--- src/rtl/usfft_result_decoder_pkg.sv ---
// Shared definitions for the USFFT result decoder: FSM states, channel
// positions within the bitstream bus, and the accumulation window length.
package usfft_result_decoder_pkg;

    typedef enum logic [1:0] {
        ST_IDLE,
        ST_SKIP,
        ST_ACCUM,
        ST_HOLD
    } state_t;

    // Bit positions of each butterfly output stream on the iBits bus
    localparam int CH_CREAL0 = 0;
    localparam int CH_CIMG0  = 1;
    localparam int CH_CREAL1 = 2;
    localparam int CH_CIMG1  = 3;
    localparam int CH_DREAL0 = 4;
    localparam int CH_DIMG0  = 5;
    localparam int CH_DREAL1 = 6;
    localparam int CH_DIMG1  = 7;

    function automatic int window_len(input int bitwidth);
        return 1 << bitwidth;
    endfunction

endpackage

--- src/rtl/usfft_stream_counter.sv ---
// Counts the ones of one bitstream over a decode window and converts the
// final count to a signed bipolar value centred on zero.
module usfft_stream_counter
    import usfft_result_decoder_pkg::*;
#(
    parameter int BITWIDTH = 8
) (
    input  logic              clk,
    input  logic              rst_n,
    input  logic              clear,
    input  logic              accumulate,
    input  logic              sample,
    input  logic              load,
    output logic [BITWIDTH:0] result
);

    localparam int                W    = BITWIDTH + 1;
    localparam logic [BITWIDTH:0] HALF = W'(window_len(BITWIDTH) / 2);

    logic [BITWIDTH:0] count;
    logic [BITWIDTH:0] count_next;

    // The last window sample arrives on the same edge as load, so the result
    // is taken from the incremented value; modulo-2^W subtraction yields the
    // two's-complement bipolar value directly, including the full-count case.
    assign count_next = count + W'(sample);

    // NOTE: sequential state uses non-blocking assignments so every register
    // samples pre-edge values, independent of process evaluation order.
    always_ff @(posedge clk) begin
        if (!rst_n) begin
            count  <= '0;
            result <= '0;
        end else begin
            if (clear) begin
                count <= '0;
            end else if (accumulate) begin
                count <= count_next;
            end
            if (load) begin
                result <= count_next - HALF;
            end
        end
    end

endmodule

--- src/rtl/usfft_result_decoder.sv ---
// Decodes NCH stochastic bitstreams into signed results: optional skip of
// pipeline fill cycles, a 2^BITWIDTH-cycle count window, then a held result.
module usfft_result_decoder
    import usfft_result_decoder_pkg::*;
#(
    parameter int BITWIDTH = 8,
    parameter int NCH      = 8,
    parameter int SKIP     = 2
) (
    input  logic                         iClk,
    input  logic                         iRstN,
    input  logic                         iClr,
    input  logic                         iStart,
    input  logic [NCH-1:0]               iBits,
    input  logic                         iReady,
    output logic                         oBusy,
    output logic                         oValid,
    output logic [NCH*(BITWIDTH+1)-1:0]  oData
);

    localparam int W      = BITWIDTH + 1;
    localparam int SKIP_W = (SKIP > 1) ? $clog2(SKIP) : 1;
    localparam int CW     = (BITWIDTH > SKIP_W) ? BITWIDTH : SKIP_W;

    localparam logic [CW-1:0] SKIP_LAST = CW'((SKIP > 0) ? SKIP - 1 : 0);
    localparam logic [CW-1:0] WIN_LAST  = CW'(window_len(BITWIDTH) - 1);

    state_t        state;
    state_t        state_next;
    logic [CW-1:0] cnt;
    logic [CW-1:0] cnt_next;
    logic          clear;
    logic          accumulate;
    logic          load;

    always_ff @(posedge iClk) begin
        if (!iRstN) begin
            state <= ST_IDLE;
            cnt   <= '0;
        end else begin
            state <= state_next;
            cnt   <= cnt_next;
        end
    end

    // NOTE: every output of this block gets a default first, so no path
    // leaves a signal unassigned and no latch is inferred.
    always_comb begin
        state_next = state;
        cnt_next   = cnt;
        clear      = 1'b0;
        accumulate = 1'b0;
        load       = 1'b0;

        if (iClr) begin
            state_next = ST_IDLE;
            cnt_next   = '0;
            clear      = 1'b1;
        end else begin
            unique case (state)
                ST_IDLE: begin
                    if (iStart) begin
                        state_next = (SKIP == 0) ? ST_ACCUM : ST_SKIP;
                        cnt_next   = '0;
                        clear      = 1'b1;
                    end
                end
                ST_SKIP: begin
                    if (cnt == SKIP_LAST) begin
                        state_next = ST_ACCUM;
                        cnt_next   = '0;
                    end else begin
                        cnt_next = cnt + CW'(1);
                    end
                end
                ST_ACCUM: begin
                    accumulate = 1'b1;
                    if (cnt == WIN_LAST) begin
                        state_next = ST_HOLD;
                        cnt_next   = '0;
                        load       = 1'b1;
                    end else begin
                        cnt_next = cnt + CW'(1);
                    end
                end
                ST_HOLD: begin
                    if (iReady) begin
                        state_next = ST_IDLE;
                    end
                end
                default: state_next = ST_IDLE;
            endcase
        end
    end

    assign oBusy  = (state != ST_IDLE);
    assign oValid = (state == ST_HOLD);

    for (genvar n = 0; n < NCH; n++) begin : g_ch
        usfft_stream_counter #(
            .BITWIDTH(BITWIDTH)
        ) u_counter (
            .clk        (iClk),
            .rst_n      (iRstN),
            .clear      (clear),
            .accumulate (accumulate),
            .sample     (iBits[n]),
            .load       (load),
            .result     (oData[n*W +: W])
        );
    end

endmodule
--- config.mk ---
export PLATFORM = sky130hd
export DESIGN_NAME = usfft_result_decoder
export DESIGN_NICKNAME = d
export VERILOG_FILES = /design/src/rtl/usfft_result_decoder_pkg.sv /design/src/rtl/usfft_stream_counter.sv /design/src/rtl/usfft_result_decoder.sv
export SDC_FILE = /design/constraint.sdc
export NUM_CORES = 1
export LEC_CHECK = 0
export BUFFER_PORTS_ARGS = -buffer_cell sky130_fd_sc_hd__buf_2
export CAP_MARGIN = 5
export CELL_PAD_IN_SITES_DETAIL_PLACEMENT = 1
export CELL_PAD_IN_SITES_GLOBAL_PLACEMENT = 1
export CORE_AREA = 2 2 148 150
export CTS_CLUSTER_DIAMETER = 50
export DETAILED_ROUTE_END_ITERATION = 7
export DIE_AREA = 0 0 150 152
export GPL_TIMING_DRIVEN = 0
export HOLD_SLACK_MARGIN = 0.03
export PLACE_DENSITY_LB_ADDON = 0.1
export SYNTH_ARGS = -nofsm -noshare
export SYNTH_HDL_FRONTEND = slang
export SYNTH_SLANG_ARGS = --single-unit
--- constraint.sdc ---
create_clock -name iClk -period 2.8 [get_ports iClk]
set_input_delay 0.28 -clock iClk [delete_from_list [all_inputs] [get_ports iClk]]
set_output_delay 0.28 -clock iClk [all_outputs]
set_load 0.05 [all_outputs]
* After elaboration in Yosys (flattened, before gate mapping) *
Index checks and enable logic that the tools add are counted.
Widths: inputs -> output; s select.

storage, ports and cells
  register bits = 154
  bits of input ports = 13
  output and inout bits = 74
  word-level logic and storage cells = 69

operators by class
  $add $sub $neg = 17
  equality and inequality tests = 9
  multiplexer cells = 17
  bitwise gates (word level) = 1
  reduce and logical (&&, ||, !) cells = 7

operators with widths
  kind                 number
  $add 9x1->9          8
  $sub 9x8->9 const B  8
  $mux 8               3
  $pmux 8 s3           1
  $add 8x1->8 const B  1
  $eq 8x1->1 const B   1
  $eq 8x8->1 const B   1
  $mux 1               8
  $mux 2               4
  $ne 2x2->1 const B   4
  $pmux 2 s4           1
  $eq 2x2->1 const B   2
  $reduce_and 4->1     1
  $reduce_or 2->1      2
  $reduce_bool 3->1    1
  $eq 2x1->1 const B   1
  $logic_not 2->1      1
  $reduce_and 2->1     1
  $reduce_bool 2->1    1
  $not 1->1            1

* Depth between registers and ports, before layout *
Gate-level depths: netlist of the first run.

  word-level depth = 4
  depth in mapped cells = 9
  mapped depth without buffers = 6

* Cells and area by module *
Synthesis of the first run repeated with hierarchy kept, for this count alone.

unflattened totals
  cells, all modules = 845
  area, all modules = 7611.0 um2

by module, submodules not included
  module                times used  cells each  area an instance (um2)  seq. area each (um2)
  usfft_stream_counter  8           95          854.6                   360.3
  usfft_result_decoder  1           85          774.5                   200.2

* Worst setup path before layout of the first run *
OpenSTA, ideal clock, no wires.

  path type = register to register
  start point = register state[0]
  end point = register g_ch[5].u_counter.result[8]
  library setup time = 140 ps
  arrival = 1828 ps
  required time = 2660 ps
  setup slack = 832 ps
  cell stages (with the launch flop) = 10
  path buffers = 3
  clock period less this slack = 1968 ps
  path through = dfxtp_1 inv_1 ha_1 nand2b_1 buf_2 or4_4 buf_6 buf_2 nand3_1 o211ai_1

on the way
  longest elaborated chain between the ends = 3

ends and longest elaborated chain
  item                      RTL line                    source
  start: declaration        usfft_result_decoder.sv:28  state_t state;
  start signal: assignment  usfft_result_decoder.sv:41  state <= state_next;
  $eq 2x2->1                usfft_result_decoder.sv:60  unique case (state)
  $mux 1                    usfft_result_decoder.sv:60
  $mux 1                    usfft_result_decoder.sv:55  if (iClr) begin
  end signal: assignment    usfft_stream_counter.sv:41  result <= count_next - HALF;
  end: declaration          usfft_stream_counter.sv:14  output logic [BITWIDTH:0] result

Every way passes these cells.
A chain may end at the register's enable or synchronous reset.

* Worst setup path in the final report of the first run *
  start point = register state[0]
  end point = register g_ch[3].u_counter.count[1]

on the way
  longest elaborated chain between the ends = 4
  elaborated cells on any way between the ends = 7
  those cells by class = eq/ne (1); mux (4); reduce/logical (2)

ends and longest elaborated chain
  item                              RTL line                    source
  $logic_not 2->1                   usfft_result_decoder.sv:60
  $mux 1                            usfft_result_decoder.sv:60
  $mux 1                            usfft_result_decoder.sv:55
  $reduce_or 2->1 (no source line)  --
  end signal: assignment            usfft_stream_counter.sv:38  count <= count_next;
  end: declaration                  usfft_stream_counter.sv:20  logic [BITWIDTH:0] count;

Several ways; a longest one is shown, not always the timed one.

==> results.cfg, run 1 <==
[pwr]
p_int_mw = 3.52
powerDensity_nw_per_um2 = 527
p_seq_share_pct = 47.9
leakage_nw = 2.96
switching_share_pct = 23.2
pwr-share-clk_pct = 49.2
p_switching_mw = 1.06
pwr-share-comb_pct = 2.9
p_total_mw = 4.58
vdd_drop_max_v = 0.000414

[synth]
synth-edff-count = 0
yosysTopAreaCell = dfxtp_1
yosys.area_share.simple_pct = 23.8
yosys_warnings = 0
synth_fa_ha_area_share_pct = 3.75
synth-xor-area-share_pct = 9.66
synth_mux_area_share_pct = 0.290
yosys.area.top_type_share_pct = 42.0
async_reset_ff_share_pct = 0
synth_top_family_by_area = simple AND/OR/NAND/NOR gates
syn-num-nets = 910
synth.area.top_cells = dfxtp_1 42%, nand2_1 6.1%, xnor2_1 6.0%
synth_compound_area_share_pct = 16.6
ys_ff_latch = 154
postSynthCellCount = 875
syn_area_sq_um = 7340
avgSynthCellArea_sq_um = 8.39
seq_area_frac_synth_pct = 42.0
synth_flop_cell = dfxtp_1
synth_cell_types = 58

[global_route]
grt_max_degree = 17
antenna_found_initial = 0
grt_pass1_wl_um = 37000
grt_overflow = 0
grt_pass1_vias = 6531
grt_usage_pct = 21.0

[drt]
viasPerCell = 5.20
vias = 6614
drc = 0
drtIter0Drc = 261
drt_pass1_iterations = 4
routedWlPerCell_um = 18.1
wl_um = 23100
antenna_left = 0

[cells_and_area]
diodes = 0
layout.nets = 1016
drive_gt1_share_pct = 15.3
syn2layout_area_growth_pct = 18.4
final_area_sq_um = 8690

[critical_path]
worst_setup_path_end_kind = flip-flop
startpoint_type = flip-flop
cp_data_required_time_ns = 3.16
critPathLaunch = state[0]
arrival_ns = 2.88
r2r-start = state[0]
crit_fanout = 10
crit_type = reg -> reg

[timing]
holdWs_ns = 0.226
worst_pin_slew_ns = 0.763
fin_crit_sh_pct = 90.3
fin_crit_ns = 2.53
max-slew-margin-rel_pct = 49.1
fin_ws_ns = 0.273
drv_slew = 0
rsz0062_at_grt = false
setup_tns_ns = 0
setup-violations-final = 0
finalHoldViolations = 0
max_freq_mhz = 396
fin_skew_ns = 0.00733

[floorplanning]
initial_core_util_pct = 34.4
die_x_um = 150
ios = 87
die_h_um = 152
dieArea_sq_um = 22800
coreArea_sq_um = 21400
rows = 54

[placement]
port_buffers = 85
gp_congestion = 0.817
post-place-ws_ns = 0.114
placed_area_sq_um = 8120
hpwl_um = 16300

[run]
drv_cap = 0

[cts]
cts.sinks = 154
numCtsBuffers = 17
clk-insertion-delay-late_ns = 0.43
cts-htree-levels = 4
path_clk_slew_ns = 0.07
cts_tree = yes
cts_buffer_depth = 2
cts-root-buf = clkbuf_16

[hold_path]
min_from = iClr
hp-class = in -> reg

[status]
status = finished, final reports clean
## metal layers
metal / up-vias / track usage, % / share of wire [%]
met3: 19 / 3.21 / 2.2
li1: 3298 / - / -
met5: - / 0 / 0
met4: 0 / 5.53 / 1.3
met2: 78 / 34.7 / 49
met1: 3219 / 28.5 / 48
## registers in the layout (all words and copies together) (netlist names)
| signal | count |
|---|---|
| g_ch.u_counter.count | 72 |
| g_ch.u_counter.result | 72 |
| state | 2 |
| cnt | 8 |
## path summary, 6_finish.rpt
path	end	slack [ns]	depth (start not counted)
min	cnt[7]	0.23	4
max reg2reg	g_ch[3].u_counter.count[1]	0.27	8
max	g_ch[3].u_counter.count[1]	0.27	8
min reg2reg	g_ch[7].u_counter.result[7]	0.45	2
## worst max-delay path: stages (launching register included)
cell and delay, ns:
dfxtp_1 0.38, inv_1 0.08, ha_1 0.28, nand2b_1 0.09, buf_2 0.25, buf_1 0.47
clkbuf_1 0.58, nand2_1 0.11, a21oi_1 0.18
## Yosys cell counts (4+ instances only)
| cell type | number |
|---|---|
| nand3_1 | 44 |
| nand2_1 | 120 |
| nand2b_1 | 6 |
| a211oi_1 | 44 |
| buf_2 | 14 |
| nor4_1 | 14 |
| a21oi_1 | 62 |
| xnor2_1 | 50 |
| nor3_1 | 21 |
| nor2_1 | 98 |
| o2111ai_1 | 9 |
| xor2_1 | 31 |
| o211ai_1 | 9 |
| inv_1 | 14 |
| and3_1 | 8 |
| ha_1 | 22 |
| and2_1 | 4 |
| nand4_1 | 6 |
| o31a_1 | 4 |
| clkbuf_1 | 33 |
| a21o_1 | 5 |
| and4_1 | 6 |
| dfxtp_1 | 154 |
| o21ai_0 | 23 |
| or3_1 | 16 |
## per-stage QoR
| stage | std cells | util (%) |
|---|---|---|
| after floorplan | 875 | - |
| after global placement | 1240 | 38.0 |
| after detailed placement | 1240 | 38.0 |
| after CTS | 1270 | 40.6 |
| after global routing | 1272 | 40.7 |
| final | 1272 | 40.7 |
## cell usage in the layout, fill, tap and decap left out, types with 4 or more instances in the layout
cell type | synthesis | layout
inv_1 | 14 | 14
xnor2_1 | 50 | 50
xor2_1 | 31 | 31
a211oi_1 | 44 | 44
and2_1 | 4 | 4
nand2b_1 | 6 | 6
ha_1 | 22 | 22
clkbuf_1 | 33 | 32
dfxtp_1 | 154 | 154
o21ai_0 | 23 | 23
o2111ai_1 | 9 | 9
nand3_1 | 44 | 44
and3_1 | 8 | 8
nor4_1 | 14 | 14
nor3_1 | 21 | 21
clkbuf_16 | 0 | 17
clkinv_2 | 0 | 6
o31a_1 | 4 | 4
buf_2 | 14 | 99
and4_1 | 6 | 6
nand4_1 | 6 | 6
nand2_1 | 120 | 120
a21oi_1 | 62 | 62
nor2_1 | 98 | 98
a21o_1 | 5 | 5
or3_1 | 16 | 16
o211ai_1 | 9 | 9
## power by group through the flow
stage | Combinational, mW | Clock (mW) | Sequential [mW]
3_3_place_gp | 0.134 | 0 | 2.24
5_1_grt | 0.145 | 2.41 | 2.19
6_report | 0.133 | 2.25 | 2.19
3_5_place_dp | 0.135 | 0 | 2.24
2_1_floorplan | 0.0767 | 0 | 2.24
4_1_cts | 0.135 | 2.30 | 2.19
## cells by family (layout without fill, tap and decap cells)
family          count (synthesis)  after routing
xor+xnor                       81             81
compound gates                184            184
flops                         154            154
simple gates                  365            365
fa+ha+maj                      22             22
mux                             2              2
buf+inv                        67            184
## repair_timing
item | in CTS | in global routing
endpoints found under the setup margin | 0 | 14
hold buffers | 0 | 0
buffers inserted | 0 | 2
hold endpoints to repair | 0 | 0
gates resized for setup | 0 | 2
## area by class of cell
| cell class | instances | area (sq um) |
|---|---|---|
| multi-input combinational | 654 | 3970 |
| clock buffer | 17 | 425 |
| sequential | 154 | 3080 |
| buffer | 53 | 236 |
| fill | 2610 | 12700 |
| timing repair buffer | 87 | 440 |
| inverter | 14 | 52.6 |
| clock inverter | 13 | 131 |
| tap | 280 | 350 |
Power figures use the tool's default switching activity.
==> run 2, diff against run 1 <==
--- a/config.mk
+++ b/config.mk
@@ -9,13 +9,14 @@
 export CAP_MARGIN = 5
 export CELL_PAD_IN_SITES_DETAIL_PLACEMENT = 1
 export CELL_PAD_IN_SITES_GLOBAL_PLACEMENT = 1
-export CORE_AREA = 2 2 148 150
+export CORE_AREA = 2 2 151 153
 export CTS_CLUSTER_DIAMETER = 50
 export DETAILED_ROUTE_END_ITERATION = 7
-export DIE_AREA = 0 0 150 152
+export DIE_AREA = 0 0 153 155
 export GPL_TIMING_DRIVEN = 0
 export HOLD_SLACK_MARGIN = 0.03
 export PLACE_DENSITY_LB_ADDON = 0.1
 export SYNTH_ARGS = -nofsm -noshare
 export SYNTH_HDL_FRONTEND = slang
+export SYNTH_HIERARCHICAL = 1
 export SYNTH_SLANG_ARGS = --single-unit
==> results.cfg, run 2 <==
[status]
status = finished, final reports clean

[cells_and_area]
fin_util_pct = 40.5
final_common_cell = dfxtp_1
final_area_sq_um = 8990
syn2layout_area_growth_pct = 18.1
drive_gt1_share_pct = 19.2
final_cells = 1248
diodes = 0
layout.nets = 985
reg_top3 = g_ch.u_counter/count: 72 flops, g_ch.u_counter/result: 72 flops, cnt: 8 flops
mostFrequentLayoutCells = 154 x dfxtp_1, 136 x nor2_1, 103 x buf_2

[drt]
drt_pass1_iterations = 4
antenna_left = 0
viasPerCell = 4.94
vias = 6169
drtIter0Drc = 234
wl_um = 17900
routedWlPerCell_um = 14.3
drc = 0

[synth]
yosysMostFrequentCell = dfxtp_1
yosysTopAreaCell = dfxtp_1
synth.area.top_cells = dfxtp_1 41%, nor2_1 6.7%, xnor2_1 6.4%
postSynthCellCount = 845
async_reset_ff_share_pct = 0
yosys_warnings = 6
synth_flop_cell = dfxtp_1
syn-num-nets = 880
ys_ff_latch = 154
synth-edff-count = 0
yosys.area.top_type_share_pct = 40.5
yosys-top-cells-count = 154 x dfxtp_1, 136 x nor2_1, 56 x xnor2_1
synth_cell_types = 42
avgSynthCellArea_sq_um = 9.01
seq_area_frac_synth_pct = 40.5
syn_area_sq_um = 7610

[critical_path]
max_stage_delay_ns = 0.43
path_cells = inv_1 > ha_1 > nor2b_4 > and3_4 > buf_12 > clkbuf_2 > nor2_1 > a211oi_1
cp_data_required_time_ns = 3.13
crit_type = reg -> reg
worst_setup_path_end_kind = flip-flop
critPathLaunch = state[0]
worst-path-buf-inv = 3
arrival_ns = 2.79
crit_fanout = 56
startpoint_type = flip-flop
r2r-start = state[0]
cpMaxStageDelayCell = and3_4
worstSetupPathDepth = 8
crit_family = simple AND/OR/NAND/NOR gates
r2r_cells = 8

[timing]
setup-violations-final = 0
setup_tns_ns = 0
worst_pin_slew_ns = 0.853
fin_ws_ns = 0.341
max-slew-margin-rel_pct = 43.2
max_freq_mhz = 407
finalHoldViolations = 0
rsz0062_at_grt = false
fin_crit_sh_pct = 87.8
drv_slew = 0
holdWs_ns = 0.250
fin_crit_ns = 2.46
fin_skew_ns = 0.0104

[hold_path]
holdPathStages = 4
min_from = iBits[5]
hp-class = in -> reg

[cts]
cts.sinks = 154
cts_tree = yes
cts_buffer_depth = 2
cts-htree-levels = 4
cts-root-buf = clkbuf_16
numCtsBuffers = 17
clk-insertion-delay-late_ns = 0.42
post_cts_buffers = 0
path_clk_slew_ns = 0.07

[placement]
dp_cells = 1217
hpwl_um = 12700
port_buffers = 86
gp_congestion = 0.742
placed_area_sq_um = 8420
post-place-ws_ns = -0.660

[floorplanning]
initial_core_util_pct = 34.2
die_x_um = 153
ios = 87
rows = 55
coreArea_sq_um = 22200
dieArea_sq_um = 23700
die_h_um = 155

[global_route]
use_met3_pct = 2.98
grt_pass1_vias = 6134
globalRouteMet1Util_pct = 20.9
grt_use_met2_pct = 25.0
grt_max_degree = 48
grt_overflow = 0
busiest_layer = met2
grt_usage_pct = 15.5
grt_pass1_wl_um = 30400
antenna_found_initial = 0

[run]
drv_cap = 0

[pwr]
pwr-share-clk_pct = 48.6
p_switching_uw = 999
vdd_drop_max_v = 0.000304
p_seq_share_pct = 48.9
p_total_mw = 4.49
leakage_nw = 3.09
p_int_mw = 3.49
switching_share_pct = 22.2
powerDensity_nw_per_um2 = 499
pwr-share-comb_pct = 2.5
## run 2: cell families after synthesis
kind of cell    Yosys count  share of synthesized area [%]
compound gates          130                           13.9
simple gates            363                           24.5
xor+xnor                 88                           10.1
mux                      33                           4.34
buf+inv                  55                           2.99
flops                   154                           40.5
fa+ha+maj                22                           3.62
## run 2: what timing repair did
item,in CTS,in global routing
pin swaps,0,0
hold buffers,0,0
endpoints found under the setup margin,74,29
gates resized for setup,3,10
## run 2: worst min-delay path: cells and delay by family
kind	cells	cell delay, ns
fa+ha+maj	1	0.14
buf+inv	1	0.08
mux	1	0.07
simple gates	1	0.07
## run 2: power groups by stage
stage                     registers (mW)  logic [mW]  clock network (mW)
final                               2.19       0.113                2.18
after global routing                2.19       0.129                2.37
after CTS                           2.19       0.117                2.27
after detailed placement            2.24       0.116                   0
after global placement              2.24       0.116                   0
after floorplan                     2.24      0.0679                   0
## run 2: final timing paths
kind	to	slack, ns
max reg2reg	g_ch[4].u_counter/result[6]	0.34
min	g_ch[5].u_counter/result[0]	0.25
min reg2reg	g_ch[3].u_counter/result[4]	0.49
max	g_ch[4].u_counter/result[6]	0.34
## run 2: metal layers
metal,wire length [um],vias up,part of all wire [%]
li1,-,3202,-
met1,9220,2891,52
met2,7930,60,44
met3,469,16,2.6
met4,242,0,1.4
met5,0,-,0
## run 2: layout make-up
cell class,count,area [sq um]
sequential,154,3080
multi-input combinational,636,4310
inverter,22,82.6
clock buffer,21,460
clock inverter,11,97.6
buffer,32,148
fill,2639,13200
tap,285,357
timing repair buffer,87,450
==> run 3, diff against run 2 <==
--- a/config.mk
+++ b/config.mk
@@ -16,6 +16,7 @@
 export GPL_TIMING_DRIVEN = 0
 export HOLD_SLACK_MARGIN = 0.03
 export PLACE_DENSITY_LB_ADDON = 0.1
+export SETUP_SLACK_MARGIN = 0.4
 export SYNTH_ARGS = -nofsm -noshare
 export SYNTH_HDL_FRONTEND = slang
 export SYNTH_HIERARCHICAL = 1
==> results.cfg, run 3 (synthesis results as in run 2) <==
[timing]
setup-violations-final = 0
max-slew-margin-rel_pct = 42.1
rsz0062_at_grt = false
fin_crit_sh_pct = 78.4
fin_crit_ns = 2.19
holdWs_ns = 0.266
max_freq_mhz = 456
fin_ws_ns = 0.606
drv_slew = 0
finalHoldViolations = 0
worst_pin_slew_ns = 0.868
fin_skew_ns = 0.0103

[floorplanning]
ios = 87
initial_core_util_pct = 34.2
rows = 55
dieArea_sq_um = 23700
die_x_um = 153
coreArea_sq_um = 22200
die_h_um = 155

[cts]
clk-insertion-delay-late_ns = 0.42
path_clk_slew_ns = 0.07
cts.sinks = 154
hold_buffers = 0
cts_buffer_depth = 2
cts-htree-levels = 4
cts-root-buf = clkbuf_16
cts_tree = yes
numCtsBuffers = 17

[drt]
vias = 6264
viasPerCell = 4.99
drtIter0Drc = 170
drc = 0
wl_um = 18900
routedWlPerCell_um = 15.1
drt_pass1_iterations = 4
antenna_left = 0

[critical_path]
r2r_cells = 7
startpoint_type = flip-flop
crit_fanout = 10
max_stage_delay_ns = 0.43
worst_setup_path_end_kind = flip-flop
cpMaxStageDelayCell = dfxtp_1
worstSetupPathDepth = 7
worst-path-buf-inv = 2
path_cells = ha_1 > and3_1 > and3_4 > buf_12 > clkbuf_1 > mux2i_1 > nor2_1
crit_type = reg -> reg
cp_data_required_time_ns = 3.10
crit_family = simple AND/OR/NAND/NOR gates
arrival_ns = 2.49

[pwr]
pwr-share-clk_pct = 51.3
vdd_drop_max_v = 0.000355
switching_share_pct = 21.2
pwr-share-comb_pct = 2.4
p_int_mw = 3.74
p_switching_mw = 1.00
powerDensity_nw_per_um2 = 520
p_seq_share_pct = 46.3
leakage_nw = 3.16

[global_route]
grt_max_degree = 35
grt_pass1_vias = 6344
grt_overflow = 0
antenna_found_initial = 0
grt_usage_pct = 16.6
grt_pass1_wl_um = 32400

[placement]
post-place-ws_ns = -1.02
gp_congestion = 0.770
placed_area_sq_um = 8400
hpwl_um = 12400
port_buffers = 86

[cells_and_area]
drive_gt1_share_pct = 19.7
final_common_cell = dfxtp_1
final_area_sq_um = 9120
layout.nets = 992
diodes = 0
syn2layout_area_growth_pct = 19.8
reg_top3 = g_ch.u_counter/count: 72 flops, g_ch.u_counter/result: 72 flops, cnt: 8 flops
nFillCells = 2669
mostFrequentLayoutCells = 154 x dfxtp_1, 136 x nor2_1, 103 x buf_2

[run]
drv_cap = 0

[hold_path]
holdPathStages = 4
hp-class = in -> reg

[status]
status = finished, final reports clean
==> run 3: changes by cell type in the layout (fill, tap and decap cells not counted) <==
cell	before	now
buf_4	0	3
bufinv_16	1	4
clkinvlp_4	4	2
and3_2	0	1
and3_4	1	2
buf_12	1	2
clkbuf_1	12	13
clkbuf_8	2	1
==> run 3: per-layer routing <==
metal / track usage, % / wire [um]
met1: 22.8 / 9660
met2: 26.8 / 8490
met3: 2.92 / 539
met4: 5.11 / 252
met5: 0 / 0
==> run 3: final timing paths <==
check,from,to,slack (ns)
worst max-delay path,cnt[0],g_ch[1].u_counter/result[0],0.61
worst min-delay path,iBits[6],g_ch[6].u_counter/count[0],0.27
worst max register to register,cnt[0],g_ch[1].u_counter/result[0],0.61
worst min register to register,g_ch[2].u_counter/result[3],g_ch[2].u_counter/result[3],0.48
==> run 3: per-stage QoR <==
step / util [%] / total power, mW / cells / TNS, ns
after floorplan: - / 2.31 / 845 / 0
after global placement: 37.8 / 2.36 / 1216 / -64.57
after detailed placement: 37.8 / 2.36 / 1216 / -63.58
after CTS: 40.9 / 4.84 / 1252 / 0
after global routing: 41.0 / 4.94 / 1255 / 0
final: 41.0 / 4.74 / 1255 / 0
==> run 3: area by class of cell <==
type | count | area (sq um) | area share, %
Timing Repair Buffer | 91 | 493 | 5.41
Clock buffer | 20 | 447 | 4.90
Inverter | 22 | 82.6 | 0.906
Buffer | 33 | 151 | 1.66
Clock inverter | 12 | 173 | 1.89
Multi-Input combinational cell | 638 | 4330 | 47.5
Sequential cell | 154 | 3080 | 33.8
Tap cell | 285 | 357 | 3.91
==> run 3: timing repair <==
action,in CTS,in global routing
setup buffers,2,3
cloned,2,0
resized for setup,6,6
endpoints found under the setup margin,112,30
pin swaps,1,0
==> run 3: power by group through the flow <==
stage | Combinational (mW) | Sequential [mW] | Clock [mW]
finish | 0.115 | 2.19 | 2.43
global route | 0.130 | 2.19 | 2.62
detailed placement | 0.117 | 2.24 | 0
floorplan | 0.0679 | 2.24 | 0
CTS | 0.118 | 2.19 | 2.53
global placement | 0.118 | 2.24 | 0
==> run 3: worst register-to-register path, delay by kind of cell (launching register included) <==
kind | cells | cell delay, ns
AND/OR/NAND/NOR | 3 | 0.60
buffers and inverters | 2 | 0.55
flip-flops | 1 | 0.43
adder cells (fa/ha/maj) | 1 | 0.28
multiplexers | 1 | 0.24
